<file path="src/rtl/apb_regfile_pkg.sv">
// rtl/apb_regfile_pkg.sv - shared FSM encoding, wait-counter width and address-error rule for apb_regfile
package apb_regfile_pkg;

  typedef enum logic [1:0] {
    ST_IDLE = 2'd0,
    ST_WAIT = 2'd1,
    ST_RESP = 2'd2
  } state_t;

  localparam int CNT_W = 4;

  // An index at or beyond the populated register count gets an error response.
  function automatic logic addr_err(input logic [31:0] idx, input int unsigned nregs);
    return (idx >= nregs);
  endfunction

endpackage

</file>
<file path="src/rtl/apb_reg_cell.sv">
// rtl/apb_reg_cell.sv - one register with write enable, reset value and a one-cycle write pulse
module apb_reg_cell #(
  parameter int                DWIDTH    = 8,
  parameter logic [DWIDTH-1:0] RESET_VAL = '0
) (
  input  logic              PCLK,
  input  logic              PRESETn,
  input  logic              we,
  input  logic [DWIDTH-1:0] wdata,
  output logic [DWIDTH-1:0] q,
  output logic              wr_pulse
);

  // The pulse fires on every accepted write, even if the value is unchanged.
  always_ff @(posedge PCLK or negedge PRESETn) begin
    if (!PRESETn) begin
      q        <= RESET_VAL;
      wr_pulse <= 1'b0;
    end else begin
      wr_pulse <= we;
      if (we) begin
        q <= wdata;
      end
    end
  end

endmodule

</file>
<file path="src/rtl/apb_regfile.sv">
// rtl/apb_regfile.sv - APB register file with wait states and write pulses; APB_REGFILE_WAIT_EN enables WAIT_CYCLES
module apb_regfile
  import apb_regfile_pkg::*;
#(
  parameter int                DWIDTH      = 8,
  parameter int                NREGS       = 4,
  parameter int                AWIDTH      = 4,
  parameter int                WAIT_CYCLES = 0,
  parameter logic [DWIDTH-1:0] RESET_VAL   = '0
) (
  input  logic                    PCLK,
  input  logic                    PRESETn,
  input  logic                    PSEL,
  input  logic                    PENABLE,
  input  logic                    PWRITE,
  input  logic [AWIDTH-1:0]       PADDR,
  input  logic [DWIDTH-1:0]       PWDATA,
  output logic [DWIDTH-1:0]       PRDATA,
  output logic                    PREADY,
  output logic                    PSLVERR,
  output logic [NREGS*DWIDTH-1:0] regs_out,
  output logic [NREGS-1:0]        wr_pulse
);

  state_t              state_q, state_d;
  logic [AWIDTH-1:0]   addr_q, addr_d;
  logic                write_q, write_d;
  logic [DWIDTH-1:0]   wdata_q, wdata_d;
  logic [DWIDTH-1:0]   prdata_q, prdata_d;
  logic                pready_q, pready_d;
  logic                pslverr_q, pslverr_d;

  logic                resp_go;
  logic                resp_err;
  logic [AWIDTH-1:0]   resp_addr;
  logic                resp_write;
  logic [DWIDTH-1:0]   rd_sel;
  logic                complete_wr;
  logic [DWIDTH-1:0]   reg_q [NREGS];
  logic [NREGS-1:0]    we;

`ifdef APB_REGFILE_WAIT_EN
  logic [CNT_W-1:0]    cnt_q, cnt_d;
`endif

  // Out-of-range WAIT_CYCLES shows up as this scope in the elaborated hierarchy.
  if (WAIT_CYCLES > 15) begin : g_wait_cycles_out_of_range
  end

  always_comb begin
    rd_sel = '0;
    for (int i = 0; i < NREGS; i++) begin
      if (resp_addr == AWIDTH'(i)) begin
        rd_sel = reg_q[i];
      end
    end
  end

  always_comb begin
    state_d    = state_q;
    addr_d     = addr_q;
    write_d    = write_q;
    wdata_d    = wdata_q;
    prdata_d   = prdata_q;
    pready_d   = pready_q;
    pslverr_d  = pslverr_q;
    resp_go    = 1'b0;
    resp_err   = 1'b0;
    resp_addr  = addr_q;
    resp_write = write_q;
`ifdef APB_REGFILE_WAIT_EN
    cnt_d      = cnt_q;
`endif
    unique case (state_q)
      ST_IDLE: begin
        if (PSEL && !PENABLE) begin
          addr_d     = PADDR;
          write_d    = PWRITE;
          wdata_d    = PWDATA;
          // With no wait states the response is built from the bus directly.
          resp_addr  = PADDR;
          resp_write = PWRITE;
`ifdef APB_REGFILE_WAIT_EN
          if (WAIT_CYCLES == 0) begin
            resp_go = 1'b1;
          end else begin
            state_d = ST_WAIT;
            cnt_d   = CNT_W'(WAIT_CYCLES - 1);
          end
`else
          resp_go = 1'b1;
`endif
        end
      end
      ST_WAIT: begin
`ifdef APB_REGFILE_WAIT_EN
        if (!PSEL) begin
          state_d = ST_IDLE;
        end else if (cnt_q == '0) begin
          resp_go = 1'b1;
        end else begin
          cnt_d = cnt_q - 1'b1;
        end
`else
        state_d = ST_IDLE;
`endif
      end
      ST_RESP: begin
        state_d   = ST_IDLE;
        prdata_d  = '0;
        pready_d  = 1'b0;
        pslverr_d = 1'b0;
      end
      default: begin
        state_d = ST_IDLE;
      end
    endcase

    if (resp_go) begin
      resp_err  = addr_err(32'(resp_addr), NREGS);
      state_d   = ST_RESP;
      pready_d  = 1'b1;
      pslverr_d = resp_err;
      prdata_d  = (!resp_write && !resp_err) ? rd_sel : '0;
    end
  end

  always_ff @(posedge PCLK or negedge PRESETn) begin
    if (!PRESETn) begin
      state_q   <= ST_IDLE;
      addr_q    <= '0;
      write_q   <= 1'b0;
      wdata_q   <= '0;
      prdata_q  <= '0;
      pready_q  <= 1'b0;
      pslverr_q <= 1'b0;
    end else begin
      state_q   <= state_d;
      addr_q    <= addr_d;
      write_q   <= write_d;
      wdata_q   <= wdata_d;
      prdata_q  <= prdata_d;
      pready_q  <= pready_d;
      pslverr_q <= pslverr_d;
    end
  end

`ifdef APB_REGFILE_WAIT_EN
  always_ff @(posedge PCLK or negedge PRESETn) begin
    if (!PRESETn) begin
      cnt_q <= '0;
    end else begin
      cnt_q <= cnt_d;
    end
  end
`endif

  // A dropped PSEL in RESP is an abort, so only a still-selected RESP commits.
  assign complete_wr = (state_q == ST_RESP) && PSEL && write_q && !addr_err(32'(addr_q), NREGS);

  for (genvar g = 0; g < NREGS; g++) begin : g_reg
    assign we[g] = complete_wr && (addr_q == AWIDTH'(g));

    apb_reg_cell #(
      .DWIDTH    (DWIDTH),
      .RESET_VAL (RESET_VAL)
    ) u_cell (
      .PCLK     (PCLK),
      .PRESETn  (PRESETn),
      .we       (we[g]),
      .wdata    (wdata_q),
      .q        (reg_q[g]),
      .wr_pulse (wr_pulse[g])
    );

    assign regs_out[g*DWIDTH +: DWIDTH] = reg_q[g];
  end

  assign PRDATA  = prdata_q;
  assign PREADY  = pready_q;
  assign PSLVERR = pslverr_q;

endmodule

</file>
<file path="config.mk">
export PLATFORM = sky130hd
export DESIGN_NAME = apb_regfile
export DESIGN_NICKNAME = d
export VERILOG_FILES = /design/src/rtl/apb_regfile_pkg.sv /design/src/rtl/apb_reg_cell.sv /design/src/rtl/apb_regfile.sv
export SDC_FILE = /design/constraint.sdc
export NUM_CORES = 1
export LEC_CHECK = 0
export CAP_MARGIN = 20
export CORE_MARGIN = 2
export CORE_UTILIZATION = 44
export DETAILED_ROUTE_END_ITERATION = 16
export HOLD_SLACK_MARGIN = 0.02
export PLACE_DENSITY = 0.75
export SLEW_MARGIN = 25
export SYNTH_ARGS = -nofsm -noshare
export SYNTH_HDL_FRONTEND = slang
export SYNTH_SLANG_ARGS = --single-unit
</file>
<file path="constraint.sdc">
create_clock -name PCLK -period 1.74 [get_ports PCLK]
set_clock_uncertainty 0.15 [all_clocks]
set_input_delay 0.348 -clock PCLK [delete_from_list [all_inputs] [get_ports PCLK]]
set_output_delay 0.348 -clock PCLK [all_outputs]
set_load 0.02 [all_outputs]
</file>
==> impl_metrics.py, run 1 <==
metrics = {
    "timing": {
        "fin_ws_ns": -0.127,
        "drv_slew": 0,
        "fmax_mhz": 535,
        "tightest_slew_ns": 0.363,
        "rsz0062_at_grt": "true",
        "setup_violations": 9,
        "relSlewSlack": 0.758,
        "period_share": 1.07,
        "period_minus_slack_ns": 1.87,
        "hold_viol_final": 0,
    },
    "setup_path": {
        "required_ns": 1.81,
        "endpoint_kind": "flop",
        "setup.worst_path.class": "flop to flop",
        "start_kind": "flop",
        "arrival_ns": 1.94,
        "worstPathMaxFanout": 7,
    },
    "die": {
        "core_um2": 5820,
        "start_util": 0.449,
        "die_x_um": 81.1,
        "rows": 28,
        "die_h_um": 81.1,
        "pin_count": 63,
        "die_area_um2": 6570,
    },
    "synthesis": {
        "ys_seq_area_frac": 0.565,
        "ys_types": 32,
        "syn-cell-area_um2": 2610,
        "synthFlopType": "dfrtp_1",
        "syn_avg_cell_area_um2": 12.6,
        "synth_top_area_frac": 0.565,
        "synthTopCellsByArea": "dfrtp_1 (56%), mux2_1 (12%), nand2_1 (5.5%)",
        "async_flop_share": 1.00,
        "synth.net_count": 224,
        "synth_edf_count": 0,
        "ys_seq_elements": 59,
        "synthTopCellsByCount": "dfrtp_1 (59), nand2_1 (38), mux2_1 (28)",
        "synth.largest_area_cell": "dfrtp_1",
        "yosys_warnings": 0,
        "synthCells": 207,
        "yosysMostFrequentCell": "dfrtp_1",
    },
    "drt": {
        "wl_um": 6640,
        "viasPerCell": 5.26,
        "post-route-drc-count": 0,
        "drtAntennaViolNets": 0,
        "drtIter0Drc": 95,
        "wire_per_inst_um": 17.3,
        "num_vias": 2019,
        "drtPass1Iterations": 4,
    },
    "clocking": {
        "cts-root-buf": "clkbuf_8",
        "cts.path.max_buffers": 2,
        "cts.sinks": 59,
        "tritoncts": "built",
        "clk-insertion-delay-late_ns": 0.34,
        "cts_buffers": 9,
        "ctsHtreeMaxLevel": 3,
        "clk_pin_slew_ns": 0.06,
    },
    "grt": {
        "grt-busiest-layer": "met2",
        "grt_util_met2": 0.362,
        "antenna_found_initial": 0,
        "grt_usage": 0.222,
        "met3_usage": 0.0556,
        "grtUsageMet1": 0.284,
        "overflow": 0,
        "grt_pass1_wl_um": 10500,
        "grt_pass1_vias": 2027,
        "grt_max_degree": 60,
    },
    "placement": {
        "gp_congestion": 0.848,
        "port_buffers": 62,
        "dp_hpwl_um": 4530,
        "dp.cells": 364,
    },
    "final_layout": {
        "diodes": 0,
        "final_layout_size_suffix_gt1_frac": 0.307,
        "area_growth_pct": 48.4,
        "nets": 323,
        "instances_no_fill": 384,
        "fill_cells": 474,
        "fin_util": 0.667,
    },
    "min_path": {
        "min_path_type": "flop to flop",
    },
    "flow_run": {
        "maxCapViolCount": 0,
    },
    "status": {
        "violations": "setup timing",
        "run_status": "complete, but fails checks",
    },
    "power": {
        "vdd_ir_drop_max_mv": 0.685,
        "p_leak_nw": 2.08,
        "powerDensity_nw_per_um2": 947,
    },
}
[critical path, stage by stage (launching register included)]
cell,delay (ns)
dfrtp_2,0.40
or3b_4,0.46
buf_12,0.17
a211oi_2,0.19
o22ai_2,0.11
a32o_1,0.27
[power by group]
group	leakage (nW)	internal [mW]	total [mW]	switching [mW]
Sequential	0.793	1.52	1.67	0.151
Clock	0.0950	0.679	1.17	0.494
Combinational	1.19	0.422	0.828	0.406
Total	2.08	2.62	3.67	1.05
[final timing paths]
check,startpoint,end,slack [ns],cells after the start
min in group asynchronous,PRESETn,addr_q[1],0.39,3
worst max-delay path,PREADY,PRDATA[3],-0.13,5
worst max register to register,PREADY,PRDATA[3],-0.13,5
max in group asynchronous,PRESETn,PREADY,0.76,3
worst min register to register,write_q,write_q,0.33,2
worst min-delay path,write_q,write_q,0.33,2
[flip-flops by register name (all words and copies together), names as in the netlist]
name               count
PRDATA                 8
PREADY                 1
PSLVERR                1
addr_q                 4
g.u_cell.q            32
g.u_cell.wr_pulse      4
wdata_q                8
write_q                1
[layer usage]
layer,part of all wire,wire (um),vias up
met5,0,0,-
met4,0.025,167,0
met3,0.051,339,16
met2,0.49,3260,68
met1,0.43,2880,1004
li1,-,-,931
[cell usage in the layout, fill, tap and decap left out, types with 2 or more instances in the layout]
master           count
nand2b_1             8
mux2i_1              8
mux2_1              11
clkinv_2             2
buf_6               12
nor3_1               2
mux2i_4              2
nand2_1             38
mux2_4              18
buf_4               23
clkdlybuf4s50_1     13
nand3b_1             2
mux2_2               3
buf_12               4
o22ai_1              7
dfrtp_1             58
dlygate4sd2_1       48
clkbuf_8            10
a32o_1               8
a211oi_2             8
[through the flow]
step | area [um^2] | setup TNS (ns) | setup slack [ns] | hold WS [ns] | power [mW]
after floorplan | 2620 | -0.959 | -0.149 | -0.0976 | 2.05
after global placement | 3520 | -23.05 | -0.709 | 0.228 | 2.45
after detailed placement | 3520 | -24.23 | -0.757 | 0.224 | 2.47
after CTS | 3790 | -1.08 | -0.148 | 0.332 | 3.64
after global routing | 3880 | -1.76 | -0.183 | 0.359 | 3.83
final | 3880 | -0.939 | -0.127 | 0.329 | 3.67
[area by class of cell]
class / instances / area [um^2] / area share
Multi-Input combinational cell: 131 / 1160 / 0.299
Clock inverter: 3 / 40.0 / 0.0103
Inverter: 3 / 13.8 / 0.00355
Tap cell: 75 / 93.8 / 0.0242
Timing Repair Buffer: 102 / 953 / 0.246
Sequential cell: 59 / 1480 / 0.381
Clock buffer: 11 / 141 / 0.0365
[cells by family (layout without fill, tap and decap cells)]
logic type             Yosys count  in the layout  share of synthesized area
buffers and inverters           17            119                     0.0383
flip-flops                      59             59                      0.565
AO/OA/AOI/OAI                   27             27                     0.0890
multiplexers                    42             42                      0.186
AND/OR/NAND/NOR                 62             62                      0.122
[repair_timing]
| item | CTS | global route |
|---|---|---|
| endpoints found under the setup margin | 84 | 44 |
| buffers inserted | 5 | 0 |
| pin swaps | 8 | 10 |
| gates resized for setup | 69 | 23 |
| endpoints found under the hold margin | 59 | 0 |
| cloned | 0 | 0 |
| hold buffers | 1 | 0 |
No activity file was read; power rests on OpenSTA's default activity.
==> run 2: changes to the inputs <==
PLACE_DENSITY = default   (was 0.75)
PLACE_DENSITY_LB_ADDON = 0.1   (was default)
SLEW_MARGIN = 20   (was 25)
==> impl_metrics.py, run 2 (synthesis results as in run 1) <==
metrics = {
    "timing": {
        "fmax_mhz": 551,
        "period_share": 1.04,
        "tightest_slew_ns": 0.442,
        "fin_ws_ns": -0.0761,
        "period_minus_slack_ns": 1.82,
        "rsz0062_at_grt": "true",
        "hold_viol_final": 0,
        "drv_slew": 0,
        "setup_violations": 27,
        "relSlewSlack": 0.703,
    },
    "drt": {
        "drtPass1Iterations": 4,
        "num_vias": 2034,
        "wl_um": 6970,
        "post-route-drc-count": 0,
        "wire_per_inst_um": 17.8,
        "viasPerCell": 5.20,
        "drtIter0Drc": 107,
        "drtAntennaViolNets": 0,
    },
    "die": {
        "pin_count": 63,
        "die_x_um": 81.1,
        "start_util": 0.449,
        "die_area_um2": 6570,
        "die_h_um": 81.1,
        "core_um2": 5820,
        "rows": 28,
    },
    "power": {
        "pwr-share-comb": 0.228,
        "seq_power_share": 0.431,
        "p_sw_mw": 1.09,
        "power_mw": 3.84,
        "p_int_mw": 2.75,
        "p_leak_nw": 2.15,
        "pwr-share-clk": 0.341,
        "vdd_ir_drop_max_mv": 0.718,
        "sw_frac_of_total": 0.284,
        "powerDensity_nw_per_um2": 962,
    },
    "status": {
        "run_status": "complete, but fails checks",
        "violations": "setup timing",
    },
    "setup_path": {
        "endpoint_kind": "flop",
        "arrival_ns": 1.94,
        "rr_endpoint": "PRDATA[4]",
        "start_kind": "flop",
        "slowest_delay_ns": 0.47,
        "reg2reg_depth": 5,
        "crit_slowest_cell": "or3b_4",
        "required_ns": 1.86,
        "worstPathMaxFanout": 8,
        "ff2ff_setup_slack_ns": -0.08,
        "r2r-start": "PREADY",
        "critical_path.cell_chain": "or3b_4 -> mux2i_4 -> buf_12 -> o22ai_1 -> a32o_1",
        "crit_family": "simple AND/OR/NAND/NOR gates",
        "setup.worst_path.class": "flop to flop",
        "critPathBufInv": 1,
    },
    "clocking": {
        "tritoncts": "built",
        "clk_pin_slew_ns": 0.06,
        "cts.sinks": 59,
        "cts-root-buf": "clkbuf_8",
        "cts_buffers": 9,
        "cts.path.max_buffers": 2,
        "ctsHtreeMaxLevel": 3,
        "clk-insertion-delay-late_ns": 0.33,
    },
    "final_layout": {
        "regMostFlops": "g.u_cell.q",
        "final_layout_size_suffix_gt1_frac": 0.326,
        "diodes": 0,
        "nets": 328,
        "final_common_cell": "dfrtp_1",
        "area_growth_pct": 52.8,
        "largest_register_ffs": 32,
        "mostFrequentLayoutCells": "dfrtp_1 (58), dlygate4sd2_1 (48), nand2_1 (38)",
    },
    "flow_run": {
        "maxCapViolCount": 0,
    },
    "grt": {
        "grt_pass1_vias": 2029,
        "grt_usage": 0.231,
        "antenna_found_initial": 0,
        "grt_pass1_wl_um": 10800,
        "grt_max_degree": 28,
        "overflow": 0,
    },
    "placement": {
        "gp_congestion": 0.781,
        "dp_hpwl_um": 4640,
        "pre_cts_ws_ns": -0.700,
        "port_buffers": 62,
    },
    "min_path": {
        "min_path_type": "primary input to async pin",
    },
}
[run 2: cell types whose count changed in the layout (fill, tap and decap cells not counted), moves of 2 or more]
cell,previous run,this run
buf_4,23,29
mux2_4,18,21
mux2_2,3,1
clkbuf_8,10,12
buf_6,12,8
[run 2: per-layer routing]
| layer | part of all wire | GRT usage | vias to the layer above |
|---|---|---|---|
| li1 | - | - | 948 |
| met1 | 0.45 | 0.300 | 1002 |
| met2 | 0.47 | 0.372 | 71 |
| met3 | 0.057 | 0.0433 | 13 |
| met4 | 0.021 | 0.114 | 0 |
| met5 | 0 | 0 | - |
[run 2: through the flow]
step	cell area, um^2	util	hold slack [ns]	std cells	TNS, ns
CTS	3870	0.665	0.264	390	-1.15
detailed placement	3600	0.620	0.0777	370	-25.14
global route	3990	0.687	0.288	391	-2.77
global placement	3600	0.620	0.0832	370	-24.66
floorplan	2620	-	-0.0976	207	-0.959
finish	3990	0.687	0.265	391	-1.36
[run 2: timing repair]
action / in CTS / in global routing
gates resized for setup: 57 / 30
endpoints found under the hold margin: 35 / 0
pin swaps: 20 / 5
cloned: 2 / 0
hold buffers: 1 / 0
endpoints found under the setup margin: 97 / 47
buffers inserted: 1 / 1
[run 2: worst max path at each step]
stage / from / to / slack (ns) / cells after the start
CTS: PREADY / wdata_q[6] / -0.1 / 6
detailed placement: PSEL / PRDATA[0] / -0.70 / 6
global route: PREADY / PRDATA[0] / -0.12 / 5
global placement: PSEL / PRDATA[1] / -0.67 / 6
finish: PREADY / PRDATA[4] / -0.08 / 5
floorplan: PREADY / PRDATA[3] / -0.15 / 6
[run 2: cell type report]
type | count | area, um^2
fillers | 466 | 1820
flip-flops and latches | 59 | 1480
multi-input cells | 131 | 1160
repair buffers | 107 | 1030
clock buffers | 12 | 165
well taps | 75 | 93.8
clock inverters | 4 | 47.5
inverters | 3 | 11.3
[run 2: power by group through the flow]
| stage | clock [mW] | combinational, mW | sequential (mW) |
|---|---|---|---|
| after floorplan | 0 | 0.281 | 1.77 |
| after global placement | 0 | 0.842 | 1.67 |
| after detailed placement | 0 | 0.850 | 1.67 |
| after CTS | 1.32 | 0.816 | 1.65 |
| after global routing | 1.42 | 0.937 | 1.68 |
| final | 1.31 | 0.875 | 1.66 |
==> run 3: changes to the inputs <==
CTS_CLUSTER_DIAMETER = 60   (was default)
==> results of run 3 <==
The final DEF is identical to that of run 2; final timing and power are the same.
